**config.mk**
```make
export PLATFORM = sky130hd
export DESIGN_NAME = dma_aligner
export DESIGN_NICKNAME = d
export VERILOG_FILES = /design/src/rtl/dma_pkg.sv /design/src/rtl/dma_byte_shifter.sv /design/src/rtl/dma_aligner.sv
export SDC_FILE = /design/constraint.sdc
export NUM_CORES = 1
export LEC_CHECK = 0
export ABC_AREA = 0
export CORE_MARGIN = 2
export CORE_UTILIZATION = 30
export CTS_CLUSTER_SIZE = 40
export DETAILED_ROUTE_END_ITERATION = 10
export PLACE_DENSITY_LB_ADDON = 0.2
export SYNTH_ARGS = -nofsm -noshare
export SYNTH_HDL_FRONTEND = slang
export SYNTH_SLANG_ARGS = --single-unit
```
**constraint.sdc**
```tcl
create_clock -name clk -period 8.2 [get_ports clk]
set_clock_uncertainty 0.2 [all_clocks]
set_input_delay 1.64 -clock clk [delete_from_list [all_inputs] [get_ports clk]]
set_output_delay 1.64 -clock clk [all_outputs]
set_load 0.05 [all_outputs]
```
**src/rtl/dma_pkg.sv**
```systemverilog
// Shared types and widths for the DMA byte aligner.
// Optional DMA_ALIGNER_BSWAP_EN byte-reverses each source qword.
package dma_pkg;

  localparam int QW_W  = 64;
  localparam int OFF_W = 3;
  localparam int CNT_W = 14;
  localparam int LEN_W = 16;

  typedef enum logic [2:0] {
    S_IDLE  = 3'd0,
    S_FILL  = 3'd1,
    S_RUN   = 3'd2,
    S_FLUSH = 3'd3,
    S_DONE  = 3'd4
  } state_e;

  function automatic logic [QW_W-1:0] bswap64(
    input logic [QW_W-1:0] d
  );
    logic [QW_W-1:0] r;
    for (int j = 0; j < 8; j++)
      r[8*j +: 8] = d[8*(7-j) +: 8];
    return r;
  endfunction

endpackage

```
**src/rtl/dma_byte_shifter.sv**
```systemverilog
// Picks a 64-bit qword out of a 128-bit window.
// sh=0 selects the upper qword; each step moves one byte lower.
module dma_byte_shifter
  import dma_pkg::*;
(
  input  logic [2*QW_W-1:0] win,
  input  logic [OFF_W-1:0]  sh,
  output logic [QW_W-1:0]   q
);

  logic [7:0] amt;

  assign amt = 8'd64 - {2'b00, sh, 3'b000};
  assign q   = QW_W'(win >> amt);

endmodule

```
**src/rtl/dma_aligner.sv**
```systemverilog
// Realigns a source qword stream to a destination byte offset.
// DMA_ALIGNER_BSWAP_EN: byte-reverse each accepted in_data first.
module dma_aligner
  import dma_pkg::*;
(
  input  logic              clk,
  input  logic              rst_n,
  input  logic              start,
  output logic              done,
  input  logic [31:0]       src_addr,
  input  logic [31:0]       dst_addr,
  input  logic [LEN_W-1:0]  length,
  input  logic [QW_W-1:0]   in_data,
  input  logic              in_en,
  output logic              in_ready,
  output logic [QW_W-1:0]   data,
  output logic              data_en,
  input  logic              stall
);

  state_e            state;
  logic [CNT_W-1:0]  nin;
  logic [CNT_W-1:0]  nout;
  logic [CNT_W-1:0]  in_cnt;
  logic [CNT_W-1:0]  out_cnt;
  logic [OFF_W-1:0]  shamt;
  logic [OFF_W-1:0]  dst_off;
  logic              m_off;
  logic [16:0]       end_pos;
  logic [QW_W-1:0]   hi;
  logic [QW_W-1:0]   lo;

  logic [OFF_W-1:0]  src_o;
  logic [OFF_W-1:0]  dst_o;
  logic [16:0]       nin_sum;
  logic [16:0]       nout_sum;
  logic [CNT_W:0]    win_top;
  logic [CNT_W:0]    need;
  logic [CNT_W-1:0]  fill_need;
  logic [CNT_W-1:0]  in_nxt;
  logic [CNT_W-1:0]  out_nxt;
  logic              out_ok;
  logic              fire;
  logic              acc;
  logic [QW_W-1:0]   din;
  logic [2*QW_W-1:0] win;
  logic [QW_W-1:0]   sq;
  logic [16:0]       pos;
  logic              unused_bits;

  assign src_o = src_addr[2:0];
  assign dst_o = dst_addr[2:0];

  assign nin_sum  = {14'd0, src_o} + {1'b0, length} + 17'd7;
  assign nout_sum = {14'd0, dst_o} + {1'b0, length} + 17'd7;

  assign unused_bits = ^{src_addr[31:3], dst_addr[31:3],
                         nin_sum[2:0], nout_sum[2:0]};

`ifdef DMA_ALIGNER_BSWAP_EN
  assign din = bswap64(in_data);
`else
  assign din = in_data;
`endif

  // window for output k is {in[k+m_off], in[k+m_off-1]}
  assign win_top = {1'b0, out_cnt}
                 + {{CNT_W{1'b0}}, m_off} + 15'd1;
  assign need = (win_top < {1'b0, nin}) ?
                win_top : {1'b0, nin};
  assign fill_need = (m_off && nin > 14'd1) ?
                     14'd2 : 14'd1;

  assign out_ok = start
               && (state == S_RUN || state == S_FLUSH)
               && out_cnt < nout
               && {1'b0, in_cnt} >= need;
  assign fire    = out_ok && !stall;
  assign data_en = fire;

  assign in_ready = start
                 && (state == S_FILL || state == S_RUN)
                 && in_cnt < nin
                 && ({1'b0, in_cnt} < win_top || fire);
  assign acc = in_ready && in_en;

  assign in_nxt  = acc  ? in_cnt + 14'd1  : in_cnt;
  assign out_nxt = fire ? out_cnt + 14'd1 : out_cnt;

  assign win = ({1'b0, in_cnt} == win_top) ?
               {hi, lo} : {{QW_W{1'b0}}, hi};

  dma_byte_shifter u_shift (
    .win (win),
    .sh  (shamt),
    .q   (sq)
  );

  always_comb begin
    data = '0;
    pos  = '0;
    if (out_ok) begin
      for (int j = 0; j < 8; j++) begin
        pos = {out_cnt, 3'(j)};
        if (pos >= {14'd0, dst_off} && pos < end_pos)
          data[8*j +: 8] = sq[8*j +: 8];
      end
    end
  end

  assign done = (state == S_DONE);

  always_ff @(posedge clk or negedge rst_n) begin
    if (!rst_n) begin
      state   <= S_IDLE;
      nin     <= '0;
      nout    <= '0;
      in_cnt  <= '0;
      out_cnt <= '0;
      shamt   <= '0;
      dst_off <= '0;
      m_off   <= 1'b0;
      end_pos <= '0;
      hi      <= '0;
      lo      <= '0;
    end else if (!start) begin
      state   <= S_IDLE;
      in_cnt  <= '0;
      out_cnt <= '0;
      hi      <= '0;
      lo      <= '0;
    end else begin
      if (acc) begin
        hi     <= din;
        lo     <= hi;
        in_cnt <= in_nxt;
      end
      if (fire)
        out_cnt <= out_nxt;
      unique case (state)
        S_IDLE: begin
          nin     <= nin_sum[16:3];
          nout    <= nout_sum[16:3];
          shamt   <= dst_o - src_o;
          m_off   <= (src_o > dst_o);
          dst_off <= dst_o;
          end_pos <= {14'd0, dst_o} + {1'b0, length};
          in_cnt  <= '0;
          out_cnt <= '0;
          hi      <= '0;
          lo      <= '0;
          state   <= S_FILL;
        end
        S_FILL: begin
          if (in_nxt >= fill_need)
            state <= S_RUN;
        end
        S_RUN, S_FLUSH: begin
          if (out_nxt == nout)
            state <= S_DONE;
          else if (in_nxt == nin)
            state <= S_FLUSH;
        end
        S_DONE:  state <= S_DONE;
        default: state <= S_IDLE;
      endcase
    end
  end

endmodule

```
==> results.md <==
* Vias at 18,500
* CP Launch Type: register
* Placed cell area at 0.0223 mm²
* CTS tree: done
* Die area at 0.0646 mm²
* Finished Layout Cells at 3,399
* Per-cell routed wire length at 22.1 µm
* Final cell area excluding filler cells at 0.0235 mm²
* CTS root buf: clkbuf_16
* Min-Delay Path Class: reg2reg
* Finish-stage setup viols at 0
* # H-tree levels at 1
* #FFs+latches synth at 211
* Post-place setup slack at 0.200 ns
* Asr flop ratio synth at 1.00
* Hold Buf Count CTS at 0
* Placed cells at 3,335
* Buffers on Ports at 157
* IR drop worst, VDD at 0.000298 V
* Mapped Nets at 2,673
* Fin crit period at 7.95 ns
* Most common cell after layout, fill and taps aside: nand2_1
* Tcrit/Tclk final at 0.970
* CP endpoint kind: primary output
* Layout cell share with drive strength beyond 1 at 0.140
* Post-synth top flop: dfrtp_1
* Clk_lat worst skew at 0.58 ns
* Vias per inst at 5.45
* Core box area at 0.0618 mm²
* Synth area leaders: dfrtp_1, nand2_1, mux2i_1
* Worst hold path depth at 2
* Post-synthesis sequential area ratio at 0.281
* Io pins at 216
* Initial antenna violation count at 0
* Tot GR Track Use at 0.228
* Wirelength, routed at 75,100 µm
* Post-DP HPWL at 55,400 µm
* Initial core utilization at 0.304
* Reg clk slew, reported paths at 0.06 ns
* First-pass GRT wire length at 113,000 µm
* Layout area overhead at 25.4%
* Die width at 254 µm
* Max_cap viols at 0
* Final worst slack at 0.250 ns
* Max Slew Vio Count at 0
* Final hold violation count at 0
* Synthesized cell area at 0.0188 mm²
* Worst Hold Launch: end_pos[16]
* Deepest clock path buffer count at 3
* Avg Inst Size Synth at 7.75 µm²
* Synth cell types at 75
* Most frequent cells in the layout: nand2_1, o21ai_0, dfrtp_1, mux2i_1, nor2_1
* Hold Slack at 0.281 ns
* Pwr dens at 309 mW/mm²
* Final GP Congestion at 0.904
* Largest net degree at the start of global routing at 226
* 1st-iter DRT viols at 1,283
* DRC Markers at 0
* Antenna Nets Post-Route at 0
* Leakage at 10.0 nW
* Nets at 2,791
* Status: completed
* Worst reg2reg startpoint: out_cnt[0]
* Reg-to-reg slack, setup at 0.82 ns
* Post-synth EDFFs at 0
* Cts bufs inserted at 28
* Yosys top cell area share at 0.281
* Final total power at 7.27 mW
* CTS sink count at 211
* Row count at 91
* Critical path required time at 6.36 ns
* Mapped Cells at 2,422
* Max_slew headroom at 0.223
* R2r worst-path depth at 34
* TritonRoute pass-1 iters at 5
* Dominant cell type by area after synthesis: dfrtp_1
* Reg2reg end: state[1]
* Ys Warns at 0
* Gr ovfl total at 0
* Critical Path Fanout Max at 8
* Max Clock Freq at 126 MHz
* Die H at 254 µm
* Worst Hold Path EP: end_pos[16]
* Number of global-route vias before repair at 17,900
* Worst-Margin Slew at 1.16 ns
* WP data arrival at 6.11 ns
* Critical path class: reg2out
## repair_timing
action                                  in CTS  in global routing
hold endpoints to repair                     0                  0
pin swaps                                    5                 18
endpoints found under the setup margin      58                 62
gates resized for setup                     34                 24
gates cloned                                 1                  0
buffers inserted                             4                  7
## metrics by stage
step / TNS [ns] / utilization
after floorplan: -1.81 / -
after global placement: 0 / 0.361
after detailed placement: 0 / 0.361
after CTS: 0 / 0.378
after global routing: -0.259 / 0.381
final: 0 / 0.381
## registers in the layout, summed over array words and instances, names as in the netlist
signal,flops
dst_off,3
end_pos,17
hi,64
in_cnt,14
lo,64
m_off,1
nin,14
nout,14
out_cnt,14
shamt,3
state,3
## cells in the mapped netlist, types with 32 or more instances
library cell and instances:
a211oi_1 73, a21oi_1 105, a31oi_1 32, clkbuf_1 143, dfrtp_1 211, ha_1 100
inv_1 84, mux2_2 45, mux2i_1 168, nand2_1 490, nand3_1 62, nor2_1 136
nor3_1 45, o21ai_0 255, xnor2_1 56, xor2_1 35
## worst max-delay path, stage by stage (launching register included)
cell	delay, ns
dfrtp_1	0.35
inv_2	0.06
ha_2	0.18
inv_1	0.08
ha_4	0.16
nand4_1	0.09
or4_4	0.55
nor2_4	0.12
xor2_2	0.19
ha_1	0.27
a21o_1	0.18
a21oi_1	0.13
nand2_1	0.07
a41oi_2	0.19
buf_4	0.16
clkbuf_16	0.16
mux2i_1	0.08
ha_1	0.36
o211ai_1	0.10
nand2_1	0.10
nand3_2	0.10
a21o_1	0.22
a2111oi_4	0.27
buf_4	0.18
nand2_1	0.24
a211oi_1	0.57
buf_4	0.24
buf_12	0.13
## worst max-delay path by stage
| stage | start | to | slack, ns | cells past startpoint |
|---|---|---|---|---|
| floorplan | out_cnt[0] | data[36] | -0.16 | 25 |
| global placement | out_cnt[0] | data[36] | 0.22 | 30 |
| global route | out_cnt[0] | data[5] | -0.03 | 30 |
| detailed placement | out_cnt[0] | data[36] | 0.20 | 30 |
| CTS | out_cnt[0] | data[19] | 0.03 | 31 |
| finish | out_cnt[0] | data[57] | 0.25 | 27 |
## layer usage
metal / up-vias / track usage / wire length [µm]
met5: - / 0 / 0
met4: 0 / 0.0990 / 3720
met3: 155 / 0.0218 / 3240
met2: 611 / 0.399 / 37100
met1: 8896 / 0.285 / 31100
li1: 8849 / - / -
## cell families after synthesis
kind of cell,after synthesis,synth area share
AO/OA/AOI/OAI,629,0.204
flip-flops,211,0.281
XOR/XNOR,92,0.0436
AND/OR/NAND/NOR,888,0.209
buffers and inverters,270,0.0563
multiplexers,230,0.137
adder cells (fa/ha/maj),102,0.0688
## area by class of cell
class                      count  area [µm²]
fill                        6377       38300
multi-input combinational   1941       12800
sequential                   211        5290
timing repair buffer         271        3170
tap                          837        1050
clock buffer                  38         768
inverter                      87         327
clock inverter                13         118
antenna                        1        2.50
## power by group
part | switching (mW) | internal, mW
Combinational | 2.89 | 1.54
Sequential | 0.396 | 1.23
Clock | 0.525 | 0.690
No activity file was read; power rests on OpenSTA's default activity.
